$ cat src/rtl/ysyx_23060203_issue_sb_pkg.sv
// Shared constants and request bundle for the IDU->EXU issue scoreboard.
package ysyx_23060203_issue_sb_pkg;

   localparam int SB_MAX_INFLIGHT = 4;
   localparam int SB_CNT_W        = 2;
   localparam int SB_INFL_W       = 4;

   typedef logic [SB_CNT_W-1:0] cnt_t;

   // Operand/destination view of the instruction currently offered by IDU.
   typedef struct packed {
      logic [4:0]  rs1;
      logic        rs1Use;
      logic [4:0]  rs2;
      logic        rs2Use;
      logic [4:0]  rd;
      logic [11:0] csrRaddr;
      logic        csrRuse;
      logic [11:0] csrWaddr;
      logic        csrWuse;
   } sb_req_t;

endpackage

$ cat src/rtl/ysyx_23060203_sb_cnt.sv
// Saturating up/down counter with zero/one/max flags; simultaneous inc and dec cancel.
module ysyx_23060203_sb_cnt #(
   parameter int W   = 2,
   parameter int MAX = 3
) (
   input  logic         clock,
   input  logic         reset,
   input  logic         i_inc,
   input  logic         i_dec,
   output logic [W-1:0] o_count,
   output logic         o_zero,
   output logic         o_one,
   output logic         o_max
);

   logic [W-1:0] r_count;

   always_ff @(posedge clock or posedge reset) begin
      if (reset) begin
         r_count <= '0;
      end else if (i_inc && !i_dec && r_count != W'(MAX)) begin
         r_count <= r_count + 1'b1;
      end else if (i_dec && !i_inc && r_count != '0) begin
         r_count <= r_count - 1'b1;
      end
   end

   assign o_count = r_count;
   assign o_zero  = (r_count == '0);
   assign o_one   = (r_count == W'(1));
   assign o_max   = (r_count == W'(MAX));

`ifndef SYNTHESIS
   // A retirement with nothing outstanding means the EXU and the scoreboard disagree.
   always @(posedge clock) begin
      if (!reset && i_dec)
         assert (r_count != '0) else $error("sb_cnt: retirement against an empty counter");
   end
`endif

endmodule

$ cat src/rtl/ysyx_23060203_issue_sb.sv
// Issue scoreboard: holds IDU instructions whose GPR/CSR operands are still owed by
// multi-cycle EXU work, and caps the number of issued-but-unretired instructions.
module ysyx_23060203_issue_sb
   import ysyx_23060203_issue_sb_pkg::*;
#(
   parameter int MAX_INFLIGHT = SB_MAX_INFLIGHT,
   parameter int CNT_W        = SB_CNT_W
) (
   input  logic        clock,
   input  logic        reset,
   input  logic        idu_valid,
   output logic        idu_ready,
   output logic        exu_valid,
   input  logic        exu_ready,
   input  logic        flush,
   input  logic [4:0]  rs1,
   input  logic [4:0]  rs2,
   input  logic        rs1_use,
   input  logic        rs2_use,
   input  logic [4:0]  rd,
   input  logic [11:0] csr_raddr,
   input  logic        csr_ruse,
   input  logic [11:0] csr_waddr,
   input  logic        csr_wuse,
   input  logic        wb_valid,
   input  logic [4:0]  wb_rd,
   input  logic        wb_csr,
   output logic        fwd1,
   output logic        fwd2,
   output logic [3:0]  inflight
);

   sb_req_t                    w_req;
   logic [31:0]                w_gprZero;
   logic [31:0]                w_gprOne;
   logic [31:0]                w_gprMax;
   logic [31:1][CNT_W-1:0]     w_gprCnt;
   logic                       w_inflZero;
   logic                       w_inflOne;
   logic                       w_inflMax;
   logic                       w_hit1;
   logic                       w_hit2;
   logic                       w_haz1;
   logic                       w_haz2;
   logic                       w_waw;
   logic                       w_csrHaz;
   logic                       w_full;
   logic                       w_block;
   logic                       w_issue;
   logic                       w_unusedFlags;
   logic                       r_csrPend;
   logic [11:0]                r_csrPaddr;

   assign w_req = '{rs1: rs1, rs1Use: rs1_use, rs2: rs2, rs2Use: rs2_use, rd: rd,
                    csrRaddr: csr_raddr, csrRuse: csr_ruse,
                    csrWaddr: csr_waddr, csrWuse: csr_wuse};

   // x0 is never tracked: it reads as permanently idle.
   assign w_gprZero[0] = 1'b1;
   assign w_gprOne[0]  = 1'b0;
   assign w_gprMax[0]  = 1'b0;

   for (genvar i = 1; i < 32; i++) begin : g_gpr
      ysyx_23060203_sb_cnt #(.W(CNT_W), .MAX((1 << CNT_W) - 1)) u_cnt (
         .clock   (clock),
         .reset   (reset),
         .i_inc   (w_issue && w_req.rd == 5'(i)),
         .i_dec   (wb_valid && wb_rd == 5'(i)),
         .o_count (w_gprCnt[i]),
         .o_zero  (w_gprZero[i]),
         .o_one   (w_gprOne[i]),
         .o_max   (w_gprMax[i])
      );
   end

   ysyx_23060203_sb_cnt #(.W(SB_INFL_W), .MAX(MAX_INFLIGHT)) u_inflight (
      .clock   (clock),
      .reset   (reset),
      .i_inc   (w_issue),
      .i_dec   (wb_valid),
      .o_count (inflight),
      .o_zero  (w_inflZero),
      .o_one   (w_inflOne),
      .o_max   (w_inflMax)
   );

   assign w_unusedFlags = ^{w_gprCnt, w_inflZero, w_inflOne};

   // A source whose only outstanding writer retires this cycle is forwarded instead of stalled.
   assign w_hit1 = wb_valid && wb_rd == w_req.rs1;
   assign w_hit2 = wb_valid && wb_rd == w_req.rs2;
   assign fwd1   = w_req.rs1Use && w_req.rs1 != 5'd0 && w_hit1 && w_gprOne[w_req.rs1];
   assign fwd2   = w_req.rs2Use && w_req.rs2 != 5'd0 && w_hit2 && w_gprOne[w_req.rs2];
   assign w_haz1 = w_req.rs1Use && w_req.rs1 != 5'd0 && !w_gprZero[w_req.rs1]
                   && !(w_hit1 && w_gprOne[w_req.rs1]);
   assign w_haz2 = w_req.rs2Use && w_req.rs2 != 5'd0 && !w_gprZero[w_req.rs2]
                   && !(w_hit2 && w_gprOne[w_req.rs2]);

   assign w_csrHaz = r_csrPend
                     && ((w_req.csrRuse && w_req.csrRaddr == r_csrPaddr) || w_req.csrWuse)
                     && !(wb_valid && wb_csr);
   assign w_waw    = w_req.rd != 5'd0 && w_gprMax[w_req.rd] && !(wb_valid && wb_rd == w_req.rd);
   assign w_full   = w_inflMax && !wb_valid;
   assign w_block  = w_haz1 || w_haz2 || w_csrHaz || w_waw || w_full;

   // exu_valid deliberately ignores exu_ready so the handshake has no ready->valid loop.
   assign exu_valid = idu_valid && !flush && !w_block;
   assign idu_ready = (exu_ready && !w_block) || flush;
   assign w_issue   = exu_valid && exu_ready;

   // Single CSR slot; a new writer issuing as the old one retires takes the slot over.
   always_ff @(posedge clock or posedge reset) begin
      if (reset) begin
         r_csrPend  <= 1'b0;
         r_csrPaddr <= '0;
      end else if (w_issue && w_req.csrWuse) begin
         r_csrPend  <= 1'b1;
         r_csrPaddr <= w_req.csrWaddr;
      end else if (wb_valid && wb_csr) begin
         r_csrPend  <= 1'b0;
      end
   end

`ifndef SYNTHESIS
   logic [31:0] r_perfSbStallGpr;
   logic [31:0] r_perfSbStallCsr;
   logic [31:0] r_perfSbStallFull;
   logic        w_stallQual;
   logic        w_unusedPerf;

   assign w_stallQual = idu_valid && !flush;

   always_ff @(posedge clock or posedge reset) begin
      if (reset) begin
         r_perfSbStallGpr  <= '0;
         r_perfSbStallCsr  <= '0;
         r_perfSbStallFull <= '0;
      end else begin
         if (w_stallQual && (w_haz1 || w_haz2 || w_waw)) r_perfSbStallGpr  <= r_perfSbStallGpr + 1'b1;
         if (w_stallQual && w_csrHaz)                    r_perfSbStallCsr  <= r_perfSbStallCsr + 1'b1;
         if (w_stallQual && w_full)                      r_perfSbStallFull <= r_perfSbStallFull + 1'b1;
      end
   end

   assign w_unusedPerf = ^{r_perfSbStallGpr, r_perfSbStallCsr, r_perfSbStallFull};
`endif

endmodule

$ cat config.mk
export PLATFORM = sky130hd
export DESIGN_NAME = ysyx_23060203_issue_sb
export DESIGN_NICKNAME = d
export VERILOG_FILES = /design/src/rtl/ysyx_23060203_issue_sb_pkg.sv /design/src/rtl/ysyx_23060203_sb_cnt.sv /design/src/rtl/ysyx_23060203_issue_sb.sv
export SDC_FILE = /design/constraint.sdc
export NUM_CORES = 1
export LEC_CHECK = 0
export BUFFER_PORTS_ARGS = -buffer_cell sky130_fd_sc_hd__buf_2
export CAP_MARGIN = 0
export CORE_MARGIN = 5
export CORE_UTILIZATION = 45
export DETAILED_ROUTE_END_ITERATION = 6
export SYNTH_ARGS = -nofsm -noshare
export SYNTH_HDL_FRONTEND = slang
export SYNTH_SLANG_ARGS = --single-unit
$ cat constraint.sdc
create_clock -name clock -period 5.2 [get_ports clock]
set_clock_uncertainty 0.05 [all_clocks]
set_input_delay 0 -clock clock [delete_from_list [all_inputs] [get_ports clock]]
set_output_delay 0 -clock clock [all_outputs]
set_load 0.02 [all_outputs]
# ---- Word level (Yosys, flattened, before mapping)
# Index checks and enable logic that the tools add are counted.
dict set report totals {
  register_bits 79
  wordCells 732
}
dict set report classes {
  order_cmp 3
  add_sub_neg 64
  mux 76
  eq_ne 161
  reduce_logical 394
}
# operator n
set op_table {}
lappend op_table {{logical AND 1 bit} 217}
lappend op_table {{== test 5 bit (second input constant)} 32}
lappend op_table {{nonzero test 2 bit} 64}
lappend op_table {{2-to-1 mux 2 bit} 62}
lappend op_table {{== test 5 x 4 -> 1 bit (second input constant)} 16}
lappend op_table {{logical NOT 1 bit} 72}
lappend op_table {{adder 2 x 1 -> 2 bit (second input constant)} 31}
lappend op_table {{== test 2 x 1 -> 1 bit (second input constant)} 31}
lappend op_table {{== test 2 bit (second input constant)} 31}
lappend op_table {{logical NOT 2 bit} 31}
lappend op_table {{!= test 2 bit (second input constant)} 31}
lappend op_table {{subtractor 2 x 1 -> 2 bit (second input constant)} 31}
lappend op_table {{== test 5 x 3 -> 1 bit (second input constant)} 8}
lappend op_table {{binary-select mux 1 bit (select 5 bit)} 5}
lappend op_table {{== test 5 x 2 -> 1 bit (second input constant)} 4}
lappend op_table {{less-than comparator 5 x 6 -> 1 bit (second input constant)} 3}
lappend op_table {{== test 5 bit} 3}
lappend op_table {{nonzero test 5 bit} 3}
lappend op_table {{== test 12 bit} 1}
lappend op_table {{== test 5 x 1 -> 1 bit (second input constant)} 2}
lappend op_table {{2-to-1 mux 4 bit} 2}
lappend op_table {{2-to-1 mux 1 bit} 7}
lappend op_table {{logical OR 1 bit} 6}
lappend op_table {{adder 4 x 1 -> 4 bit (second input constant)} 1}
lappend op_table {{other kinds (4)} 4}

# ---- Longest topological paths before layout
# Gate-level depths: netlist of run 1.
dict set report depth {
  ltp_word 19
  mapped_depth 16
  mapped_depth_nobuf 15
}

# ---- By module
# Synthesis of run 1 repeated with hierarchy kept, for this count alone.
dict set report unflattened {
  cells_unflattened 988
  area_unflattened_um2 8577.0
}
# mod n_inst cells_per_inst area_per_inst_um2 seq_area_each_um2
set modules_own_cells {}
lappend modules_own_cells {{ysyx_23060203_sb_cnt at g_gpr[10].u_cnt ...} 31 20 171.4 50.0}
lappend modules_own_cells {ysyx_23060203_issue_sb 1 328 2906.5 325.3}
lappend modules_own_cells {{ysyx_23060203_sb_cnt at u_inflight} 1 40 356.6 100.1}

# ---- Least setup slack after synthesis of run 1
# Ideal clock, no wire load.
dict set report synth_timing {
  kind {register to register}
  from {reg g_gpr[27].u_cnt.r_count[0]}
  to {reg u_inflight.r_count[3], in the netlist u_inflight.o_count[3]}
  path_slack_ns 1.534
  path_stages_with_launch 17
  synth_period_minus_slack_ns 3.666
  required_ns 5.022
  t_arrival_ns 3.488
  n_path_buf 1
  cell_sequence {dfrtp_1 -> inv_1 -> ha_1 -> mux4_2 -> nor3b_1 -> nor4_1 -> or3_4 -> o22ai_4 -> nor2_1 -> clkbuf_1 -> nand2_1 -> ha_1 -> a21o_1 -> a21oi_1 -> nand2_1 -> o2bb2ai_1 -> mux2_1}
}
dict set report synth_via {
  elab_chain_cells 17
  elab_cells_between_ends 39
  classes_between {2 x eq/ne; 11 x mux; 26 x reduce/logical}
}
# item line
set synth_lines {}
lappend synth_lines {{from (decl)} ysyx_23060203_sb_cnt.sv:16} ;# logic [W-1:0] r_count;
lappend synth_lines {{from (signal assigned)} ysyx_23060203_sb_cnt.sv:22} ;# r_count <= r_count + 1'b1;
lappend synth_lines {{from (signal assigned)} ysyx_23060203_sb_cnt.sv:24} ;# r_count <= r_count - 1'b1;
lappend synth_lines {{== test 2 x 1 -> 1 bit / logical NOT 2 bit (equally long branches)} {ysyx_23060203_sb_cnt.sv:30, ysyx_23060203_sb_cnt.sv:29}}
lappend synth_lines {{binary-select mux 1 bit (select 5 bit) (on tied branches)} n/a}
lappend synth_lines {{2-to-1 mux 1 bit (on tied branches)} n/a}
lappend synth_lines {{logical AND 1 bit, or another cell as far along} ysyx_23060203_issue_sb.sv:95} ;# && !(w_hit1 && w_gprOne[w_req.rs1]);
lappend synth_lines {{logical NOT 1 bit, or another cell as far along} ysyx_23060203_issue_sb.sv:95}
lappend synth_lines {{logical AND 1 bit (on tied branches)} {ysyx_23060203_issue_sb.sv:95, ysyx_23060203_issue_sb.sv:97}}
lappend synth_lines {{logical OR 1 bit (2 in series)} ysyx_23060203_issue_sb.sv:104} ;# assign w_block = w_haz1 || w_haz2 || w_csrHaz || w_waw || w_full;
lappend synth_lines {{logical OR 1 bit * (2 in series)} ysyx_23060203_issue_sb.sv:104}
lappend synth_lines {{logical NOT 1 bit *} ysyx_23060203_issue_sb.sv:107} ;# assign exu_valid = idu_valid && !flush && !w_block;
lappend synth_lines {{logical AND 1 bit *} ysyx_23060203_issue_sb.sv:107}
lappend synth_lines {{logical AND 1 bit *} ysyx_23060203_issue_sb.sv:109} ;# assign w_issue = exu_valid && exu_ready;
lappend synth_lines {{logical NOT 1 bit} ysyx_23060203_sb_cnt.sv:23} ;# end else if (i_dec && !i_inc && r_count != '0) begin
lappend synth_lines {{logical AND 1 bit (2 in series)} ysyx_23060203_sb_cnt.sv:23}
lappend synth_lines {{nonzero test 2 bit (no source line)} n/a}
lappend synth_lines {{to (signal assigned)} ysyx_23060203_sb_cnt.sv:22}
lappend synth_lines {{to (signal assigned)} ysyx_23060203_sb_cnt.sv:24}
lappend synth_lines {{to (decl)} ysyx_23060203_sb_cnt.sv:16}
# Every way passes the cells marked *; elsewhere a longest branch is shown, timed or not. The select of a mux whose other input is x is not followed.
# A chain may end at the register's enable or synchronous reset.

# ---- Worst setup path in the final report of run 1
dict set report layout_timing {
  from {reg g_gpr[23].u_cnt.r_count[0]}
  to {reg g_gpr[13].u_cnt.r_count[1]}
}
dict set report layout_via {
  elab_chain_cells 18
  elab_cells_between_ends 40
  classes_between {2 x eq/ne; 11 x mux; 27 x reduce/logical}
}
# item line
set layout_lines {}
lappend layout_lines {{from (decl)} ysyx_23060203_sb_cnt.sv:16}
lappend layout_lines {{from (signal assigned)} ysyx_23060203_sb_cnt.sv:22}
lappend layout_lines {{from (signal assigned)} ysyx_23060203_sb_cnt.sv:24}
lappend layout_lines {{== test 2 x 1 -> 1 bit / logical NOT 2 bit (equally long branches)} {ysyx_23060203_sb_cnt.sv:30, ysyx_23060203_sb_cnt.sv:29}}
lappend layout_lines {{binary-select mux 1 bit (select 5 bit) (on tied branches)} n/a}
lappend layout_lines {{2-to-1 mux 1 bit (on tied branches)} n/a}
lappend layout_lines {{logical AND 1 bit, or another cell as far along} ysyx_23060203_issue_sb.sv:95}
lappend layout_lines {{logical NOT 1 bit, or another cell as far along} ysyx_23060203_issue_sb.sv:95}
lappend layout_lines {{logical AND 1 bit (on tied branches)} {ysyx_23060203_issue_sb.sv:95, ysyx_23060203_issue_sb.sv:97}}
lappend layout_lines {{logical OR 1 bit (2 in series)} ysyx_23060203_issue_sb.sv:104}
lappend layout_lines {{logical OR 1 bit * (2 in series)} ysyx_23060203_issue_sb.sv:104}
lappend layout_lines {{logical NOT 1 bit *} ysyx_23060203_issue_sb.sv:107}
lappend layout_lines {{logical AND 1 bit *} ysyx_23060203_issue_sb.sv:107}
lappend layout_lines {{logical AND 1 bit *} ysyx_23060203_issue_sb.sv:109}
lappend layout_lines {{logical AND 1 bit *} ysyx_23060203_issue_sb.sv:67} ;# .i_inc (w_issue && w_req.rd == 5'(i)),
lappend layout_lines {{logical NOT 1 bit} ysyx_23060203_sb_cnt.sv:23}
lappend layout_lines {{logical AND 1 bit (2 in series)} ysyx_23060203_sb_cnt.sv:23}
lappend layout_lines {{nonzero test 2 bit (no source line)} n/a}
lappend layout_lines {{to (signal assigned)} ysyx_23060203_sb_cnt.sv:22}
lappend layout_lines {{to (signal assigned)} ysyx_23060203_sb_cnt.sv:24}
lappend layout_lines {{to (decl)} ysyx_23060203_sb_cnt.sv:16}
# Marks and branches as above.

==> metrics.log, run 1 <==
INFO  metric yosys-top-cells-count = 95 x sky130_fd_sc_hd__ha_1, 86 x sky130_fd_sc_hd__inv_1, 79 x sky130_fd_sc_hd__dfrtp_1
INFO  metric numCtsBuffers = 9
INFO  metric average_wire_per_cell_in_the_routed_design = 21.2 µm
INFO  metric area_share_of_the_largest_cell_type_after_synthesis = 23.6%
INFO  metric postSynth.topFlopCell = sky130_fd_sc_hd__dfrtp_1
INFO  metric placementRows = 49
INFO  metric share_of_synthesized_flip_flops_with_an_asynchronous_set_or_reset = 100%
INFO  metric numPortBuffers = 62
INFO  metric arithmetic_cell_share_of_the_synthesized_area_counting_full_adders_half_adders_and_majority_gates = between 10% and 20%
INFO  metric failing_checks = design-rule violations
INFO  metric max_freq = 0.268 GHz
INFO  metric drt-initial-drc-count = 770
INFO  metric worst_path_max_delay_cell = sky130_fd_sc_hd__and3_1
INFO  metric post_placement_setup_slack = 1.53 ns
INFO  metric cp_data_required_time = 5.38 ns
INFO  metric detail_route.wirelength = around 26,000 µm
INFO  metric leakagePower = roughly 3.8 nW
INFO  metric layout_min_cycle_time = 3.73 ns
INFO  metric start_kind = register
INFO  metric synthesis.instances = 935
INFO  metric synth.yosys.seq_area_share = between 20% and 30%
INFO  metric ys_types = 74
INFO  metric placed_area = 8740 µm²
INFO  metric cp.arrival = 3.91 ns
INFO  metric yosys-mux-area-fraction = between 10% and 20%
INFO  metric cts_max_level = 3
INFO  metric finalCritPeriodShare = a little under three quarters
INFO  metric area_share_of_xor_xnor_cells_in_the_synthesized_design = 6.39%
INFO  metric antenna_violations_before_repair = 0
INFO  metric drc = 8
INFO  metric regToRegEndpoint = g_gpr[13].u_cnt.o_count[1]
INFO  metric cap_viol_max_count = 0
INFO  metric place.detailed.hpwl = 18,800 µm
INFO  metric postLayoutSetupSlackWorst = 1.47 ns
INFO  metric unrepaired_setup_endpoints_after_global_routing = no
INFO  metric netlist_top_cells_area = sky130_fd_sc_hd__dfrtp_1 24%, sky130_fd_sc_hd__ha_1 14%, sky130_fd_sc_hd__mux4_2 9.4%, sky130_fd_sc_hd__xnor2_1 5.3%, sky130_fd_sc_hd__nor3_1 4.1%
INFO  metric synth.avg_cell_area = 8.94 µm²
INFO  metric die_w = 146 µm
INFO  metric hold_class = primary input to asynchronous set/reset pin
INFO  metric final-setup-viol-count = 0
INFO  metric floorplan.initialDensity = between 40% and 50%
INFO  metric final_max_slew_viol_count = 0
INFO  metric drt-pass1-iter-count = 7
INFO  metric yosys.area_share.simple = 21.6%
INFO  metric cpPeakStageDelay = 0.65 ns
INFO  metric worstRegToRegCells = 10
INFO  metric result_of_the_run = finished, violations left
INFO  metric ys_ff_latch = 79
INFO  metric vias_in_the_first_global_route = 7,285
INFO  metric most_instantiated_library_cell_after_synthesis = sky130_fd_sc_hd__ha_1
INFO  metric setup_total_negative_slack = 0 ns
INFO  metric design_area = 9180 µm²
INFO  metric grt_pass1_wl = approximately 40,000 µm
INFO  metric route.vias.total = 7,508
INFO  metric grt_start_max_net_pins = 62
INFO  metric path_max_fanout = 15
INFO  metric tritoncts = yes
INFO  metric cell_area_synth = roughly 8400 µm²
INFO  metric ant_nets = 0
INFO  metric worst_r2r_startpoint = g_gpr[23].u_cnt.o_count[0]
INFO  metric tritoncts_num_sinks = between 70 and 80
INFO  metric area.growth.synth_to_final = 9.82%
INFO  metric maximum_ir_drop_on_the_vdd_rail = 0.231 mV
INFO  metric timing.critical_path.buf_inv = 1
INFO  metric die_h = 146 µm
INFO  metric worstSetupEndpointType = register
INFO  metric nets = 1,127
INFO  metric worstSetupPathType = register to register
INFO  metric clk_pin_slew_worst_paths = 0.07 ns
INFO  metric post_drt_via_cell_ratio = slightly above 6
INFO  metric top_level_i_o_count = 63
INFO  metric power_per_cell_area = 404 nW/µm²
INFO  metric synth_enable_flop_cells = 0
INFO  metric yosysWarningCount = 0
INFO  metric synth_compound_area_share = 13.2%
INFO  metric total_power = 3.71 mW
INFO  metric cp-startpoint = g_gpr[23].u_cnt.o_count[0]
INFO  metric max_slew.worst_pin.slew = 0.880 ns
INFO  metric routabilityCongestion = roughly 0.90
INFO  metric cts_resized = 0
INFO  metric clock_insertion_delay_worst_skew = 0.35 ns
INFO  metric path_cells = ha_1 > mux4_2 > nor2b_1 > a211oi_1 > o41a_1 > and3_1 > buf_4 > nand4_1 > a22o_1 > or2_2
INFO  metric fp.dieArea = 21,400 µm²
INFO  metric slew_headroom = between 40% and 50%
INFO  metric buffer_depth_of_the_longest_clock_path = 2
INFO  metric grt_remaining_overflow = 0
INFO  metric critPathTopFamily = simple AND/OR/NAND/NOR gates
INFO  metric synthDominantAreaCellType = sky130_fd_sc_hd__dfrtp_1
INFO  metric global_route.usage.total = 23.6%
INFO  metric core-area = roughly 18,000 µm²
INFO  metric synth.net_count = 1,086
INFO  metric synth_top_family_by_area = simple AND/OR/NAND/NOR gates
INFO  metric report.final.hold_viol_count = 0
INFO  metric clock_tree.root_cell = sky130_fd_sc_hd__clkbuf_16
INFO  metric num_antenna_cells = 0
INFO  metric drive_gt1_share = 15.9%
INFO  metric reg2reg_setup_slack = 1.47 ns
-- routing by layer --
layer	vias to the layer above	GRT usage, %	routed length, µm
met5	-	0	0
met1	3567	33.6	11600
met3	63	5.67	2310
met2	386	34.9	11000
li1	3492	-	-
met4	0	8.28	736
-- sequential cells by signal, indices dropped and copies added (netlist names) --
signal / count
g_gpr.u_cnt.o_count: 62
r_csrPaddr: 12
u_inflight.o_count: 4
r_csrPend: 1
-- stage by stage --
| stage | hold WS [ns] | std cells | utilization (%) |
|---|---|---|---|
| after floorplan | 0.0317 | 935 | - |
| after global placement | -0.0673 | 1180 | 48.1 |
| after detailed placement | -0.0606 | 1180 | 48.1 |
| after CTS | 0.102 | 1210 | 50.6 |
| after global routing | 0.123 | 1210 | 50.6 |
| final | 0.105 | 1210 | 50.6 |
-- what timing repair did --
item / 4_1_cts / 5_1_grt
setup endpoints to repair: 0 / 0
setup buffers: 0 / 0
endpoints found under the hold margin: 31 / 0
hold buffers: 14 / 0
-- tightest hold or removal path: cells and delay by family --
kind / cells / cell delay (ns)
buffers and inverters: 3 / 0.92
-- final cells by class --
class | count | area (µm²)
fill | 1730 | 8970
sequential | 79 | 1980
clock inverter | 7 | 77.6
tap | 229 | 287
clock buffer | 9 | 225
inverter | 86 | 324
timing repair buffer | 82 | 495
multi-input combinational | 718 | 5790
-- power breakdown --
| part | internal, mW | total, mW | switching, mW |
|---|---|---|---|
| logic | 0.877 | 1.92 | 1.04 |
| clock network | 0.378 | 0.671 | 0.293 |
| registers | 0.862 | 1.12 | 0.254 |
-- worst max-delay path by stage --
stage / cells past startpoint / end
2_1_floorplan: 16 / u_inflight.o_count[3]
3_3_place_gp: 14 / u_inflight.o_count[3]
3_5_place_dp: 14 / u_inflight.o_count[3]
4_1_cts: 14 / u_inflight.o_count[3]
5_1_grt: 14 / u_inflight.o_count[3]
6_report: 10 / g_gpr[13].u_cnt.o_count[1]
-- cells in the final DEF, fill, tap and decap left out, drive strengths merged, types with 4 or more instances in the layout --
master / instances
o22ai: 9
a22oi: 7
a21o: 5
nor4: 36
mux2i: 12
or3: 16
ha: 95
o31ai: 5
nand3: 25
inv: 88
or2: 8
mux4: 35
o21ai: 26
and3: 10
xnor2: 51
and3b: 5
dlygate4sd3: 14
clkbuf: 9
nor2: 60
xor2: 10
a22o: 14
nand2b: 13
o2bb2ai: 4
nand4: 29
nor2b: 10
a211oi: 4
nand3b: 4
mux2: 18
nor3: 69
nor3b: 4
dfrtp: 79
a21oi: 40
a311oi: 4
buf: 68
nand2: 45
-- kinds of logic after synthesis --
group,after synthesis
mux,65
flops,79
buf+inv,138
simple gates,339
fa+ha+maj,96
compound gates,157
xor+xnor,61
No activity file was read; power rests on OpenSTA's default activity.
==> inputs of run 2 (changes only) <==
--- a/config.mk
+++ b/config.mk
@@ -5,6 +5,7 @@
 export SDC_FILE = /design/constraint.sdc
 export NUM_CORES = 1
 export LEC_CHECK = 0
+export ABC_AREA = 1
 export BUFFER_PORTS_ARGS = -buffer_cell sky130_fd_sc_hd__buf_2
 export CAP_MARGIN = 0
 export CORE_MARGIN = 5
==> constraint.sdc (replaced) <==
create_clock -name clock -period 3.3 [get_ports clock]
set_clock_uncertainty 0.05 [all_clocks]
set_input_delay 0 -clock clock [delete_from_list [all_inputs] [get_ports clock]]
set_output_delay 0 -clock clock [all_outputs]
set_load 0.02 [all_outputs]
==> run 2 against run 1 <==
- the run still ends with design-rule violations left
- final cell count grew 52%
- sequential power grew 36%
- via count up 27%
- setup slack worse by 1.3 ns
- die area increased by 5.9%
- non-clock buffer count is 36 higher
- first-iteration DRC count is 21% higher
- sequential share of layout area is 2.0 points lower
- routed wire length rose by 16%
- combinational power grew 20%
==> metrics.log, run 2 <==
INFO  metric synth.net_count = 1,636
INFO  metric grt_pass1_wl = 46,700 µm
INFO  metric yosysWarningCount = 0
INFO  metric worstRegToRegCells = 21
INFO  metric largest_reg_flops = 62
INFO  metric clk_pin_slew_worst_paths = 0.07 ns
INFO  metric total_power = just under 5 mW
INFO  metric worstSetupPathType = register to register
INFO  metric path_max_fanout = 4
INFO  metric fp.dieArea = 22,700 µm²
INFO  metric cp_data_required_time = 3.49 ns
INFO  metric grt_use_met1 = a little over a third
INFO  metric layout_min_cycle_time = 3.13 ns
INFO  metric max_slew.worst_pin.slew = 0.958 ns
INFO  metric max_freq = 0.320 GHz
INFO  metric layout_common_cells = 549 x sky130_fd_sc_hd__nand2_1, 246 x sky130_fd_sc_hd__inv_1, 166 x sky130_fd_sc_hd__nand3_1
INFO  metric vias_in_the_first_global_route = 8,883
INFO  metric cap_viol_max_count = 0
INFO  metric synth_enable_flop_cells = 0
INFO  metric finalCritPeriodShare = between 90 and 100%
INFO  metric leakagePower = 5.33 nW
INFO  metric start_kind = register
INFO  metric drc = 2
INFO  metric detail_route.wirelength = 29,600 µm
INFO  metric final-setup-viol-count = 0
INFO  metric synth.yosys.seq_area_share = 22.2%
INFO  metric most_instantiated_library_cell_after_synthesis = sky130_fd_sc_hd__nand2_1
INFO  metric synthesis.instances = 1,485
INFO  metric worstSetupEndpointType = register
INFO  metric fin_cells = 1,836
INFO  metric buffer_depth_of_the_longest_clock_path = 2
INFO  metric use_met2 = ~41%
INFO  metric global_route.usage.total = 26.4%
INFO  metric core-area = 19,500 µm²
INFO  metric nets = 1,716
INFO  metric cp.arrival = approximately 3.3 ns
INFO  metric grt_remaining_overflow = 0
INFO  metric average_wire_per_cell_in_the_routed_design = 16.1 µm
INFO  metric drive_gt1_share = 11.0%
INFO  metric hold_class = primary input to asynchronous set/reset pin
INFO  metric route.vias.total = 9,541
INFO  metric grt_start_max_net_pins = 38
INFO  metric numPortBuffers = 62
INFO  metric antenna_violations_before_repair = 2
INFO  metric tritoncts_num_sinks = 79
INFO  metric yosys-top-cells-count = 553 x sky130_fd_sc_hd__nand2_1, 249 x sky130_fd_sc_hd__inv_1, 167 x sky130_fd_sc_hd__nand3_1
INFO  metric cts_max_level = 3
INFO  metric netlist_top_cells_area = sky130_fd_sc_hd__nand2_1 23%, sky130_fd_sc_hd__dfrtp_1 22%, sky130_fd_sc_hd__ha_1 13%, sky130_fd_sc_hd__inv_1 11%, sky130_fd_sc_hd__nand3_1 9.4%
INFO  metric cell_area_synth = 8890 µm²
INFO  metric post_drt_via_cell_ratio = 5.20
INFO  metric drt-initial-drc-count = 935
INFO  metric power_per_cell_area = a little under 500 nW/µm²
INFO  metric drt-pass1-iter-count = 7
INFO  metric mostFrequentLayoutCell = sky130_fd_sc_hd__nand2_1
INFO  metric clock_tree.root_cell = sky130_fd_sc_hd__clkbuf_16
INFO  metric numCtsBuffers = 9
INFO  metric synth.avg_cell_area = 5.99 µm²
INFO  metric gr-usage-met3 = between 4 and 5%
INFO  metric area_share_of_the_largest_cell_type_after_synthesis = 23.3%
INFO  metric globalRoute.busiestLayer = met2
INFO  metric final.fill_count = ~2,000
INFO  metric placementRows = 51
INFO  metric routabilityCongestion = 1.03
INFO  metric place.detailed.hpwl = 22,300 µm
INFO  metric slew_headroom = 35.7%
INFO  metric setup_total_negative_slack = 0 ns
INFO  metric unrepaired_setup_endpoints_after_global_routing = no
INFO  metric top_level_i_o_count = 63
INFO  metric ys_types = 37
INFO  metric final_max_slew_viol_count = 0
INFO  metric ys_ff_latch = around 80
INFO  metric maximum_ir_drop_on_the_vdd_rail = 0.328 mV
INFO  metric floorplan.initialDensity = between 40% and 50%
INFO  metric failing_checks = design-rule violations
INFO  metric tritoncts = yes
INFO  metric dpl.cell_count = 1,790
INFO  metric die_w = around 150 µm
INFO  metric synthDominantAreaCellType = sky130_fd_sc_hd__nand2_1
INFO  metric postSynth.topFlopCell = sky130_fd_sc_hd__dfrtp_1
INFO  metric result_of_the_run = finished, violations left
INFO  metric ant_nets = 0
INFO  metric report.final.hold_viol_count = 0
INFO  metric clock_insertion_delay_worst_skew = 0.36 ns
INFO  metric share_of_synthesized_flip_flops_with_an_asynchronous_set_or_reset = 100%
INFO  metric die_h = ~150 µm
INFO  metric area.growth.synth_to_final = 13.6%
-- run 2: cell count changes after synthesis, sizes merged, moves of 23 or more --
cell / delta
nand2: +514
inv: +176
nand3: +146
xnor2: -49
nor3: -46
nor2: +45
nand4: +42
mux4: -35
nor4: -33
a21oi: -23
-- run 2: logic make-up after synthesis --
| kind of cell | synth area share (%) |
|---|---|
| simple gates | 45.5 |
| xor+xnor | 0.493 |
| compound gates | 3.95 |
| flops | 22.2 |
| fa+ha+maj | 13.6 |
| buf+inv | 14.2 |
-- run 2: path summary, 6_finish.rpt --
check                      slack, ns                       start                         end
max reg2reg                     0.17  g_gpr[17].u_cnt.o_count[0]       u_inflight.o_count[2]
min                             0.07                       reset   g_gpr[3].u_cnt.o_count[1]
min reg2reg                     0.46  g_gpr[17].u_cnt.o_count[1]  g_gpr[17].u_cnt.o_count[1]
max                             0.17  g_gpr[17].u_cnt.o_count[0]       u_inflight.o_count[2]
max in group asynchronous       2.37                       reset   g_gpr[9].u_cnt.o_count[0]
min in group clock              0.10                   exu_ready       u_inflight.o_count[1]
-- run 2: final cells by class --
| type | instances | area, µm² | area share (%) |
|---|---|---|---|
| repair buffers | 118 | 812 | 8.04 |
| multi-input cells | 1094 | 5700 | 56.5 |
| clock buffers | 9 | 225 | 2.23 |
| well taps | 265 | 332 | 3.28 |
| clock inverters | 7 | 60.1 | 0.595 |
| diodes | 1 | 2.50 | 0.0248 |
| inverters | 263 | 988 | 9.79 |
| flip-flops and latches | 79 | 1980 | 19.6 |
-- run 2: per-stage QoR --
stage	utilization [%]	hold slack (ns)	area, µm²	setup slack [ns]
finish	51.9	0.0733	10100	0.172
global route	51.9	0.113	10100	0.00453
CTS	51.1	0.0787	9950	0.128
detailed placement	48.8	-0.0875	9500	0.276
global placement	48.8	-0.0900	9500	0.300
floorplan	-	0.0668	8890	0.515
-- run 2: timing repair --
| item | CTS | global route |
|---|---|---|
| setup buffers | 0 | 11 |
| hold buffers | 17 | 0 |
| gates resized for setup | 0 | 17 |
| endpoints found under the hold margin | 84 | 0 |
| endpoints found under the setup margin | 0 | 2 |
-- run 2: routing by layer --
metal | vias to the layer above | wire length, µm | part of all wire (%)
met5 | - | 11 | 0.037
met3 | 71 | 2560 | 8.6
li1 | 4794 | - | -
met2 | 396 | 13000 | 44
met4 | 2 | 1080 | 3.6
met1 | 4278 | 13000 | 44
-- run 2: where the power goes --
group,internal (mW),switching [mW]
logic,0.883,1.43
clock network,0.526,0.497
registers,1.26,0.261
total,2.66,2.19
-- run 2: critical path, cell delays in order, from the launching register on --
cell	delay (ns)
sky130_fd_sc_hd__dfrtp_1	0.41
sky130_fd_sc_hd__ha_1	0.20
sky130_fd_sc_hd__inv_1	0.09
sky130_fd_sc_hd__nand2_1	0.07
sky130_fd_sc_hd__nand2_1	0.10
sky130_fd_sc_hd__nand2_1	0.06
sky130_fd_sc_hd__nand2_1	0.06
sky130_fd_sc_hd__nand2_1	0.05
sky130_fd_sc_hd__nand2_1	0.09
sky130_fd_sc_hd__nor2_1	0.04
sky130_fd_sc_hd__nand2_1	0.05
sky130_fd_sc_hd__nand2_1	0.06
sky130_fd_sc_hd__a21oi_2	0.23
sky130_fd_sc_hd__nand2_2	0.10
sky130_fd_sc_hd__nor2_4	0.13
sky130_fd_sc_hd__nand4_1	0.16
sky130_fd_sc_hd__buf_4	0.21
sky130_fd_sc_hd__buf_4	0.14
sky130_fd_sc_hd__fa_1	0.39
sky130_fd_sc_hd__xor2_1	0.16
sky130_fd_sc_hd__nand2_1	0.06
sky130_fd_sc_hd__o21ai_0	0.08
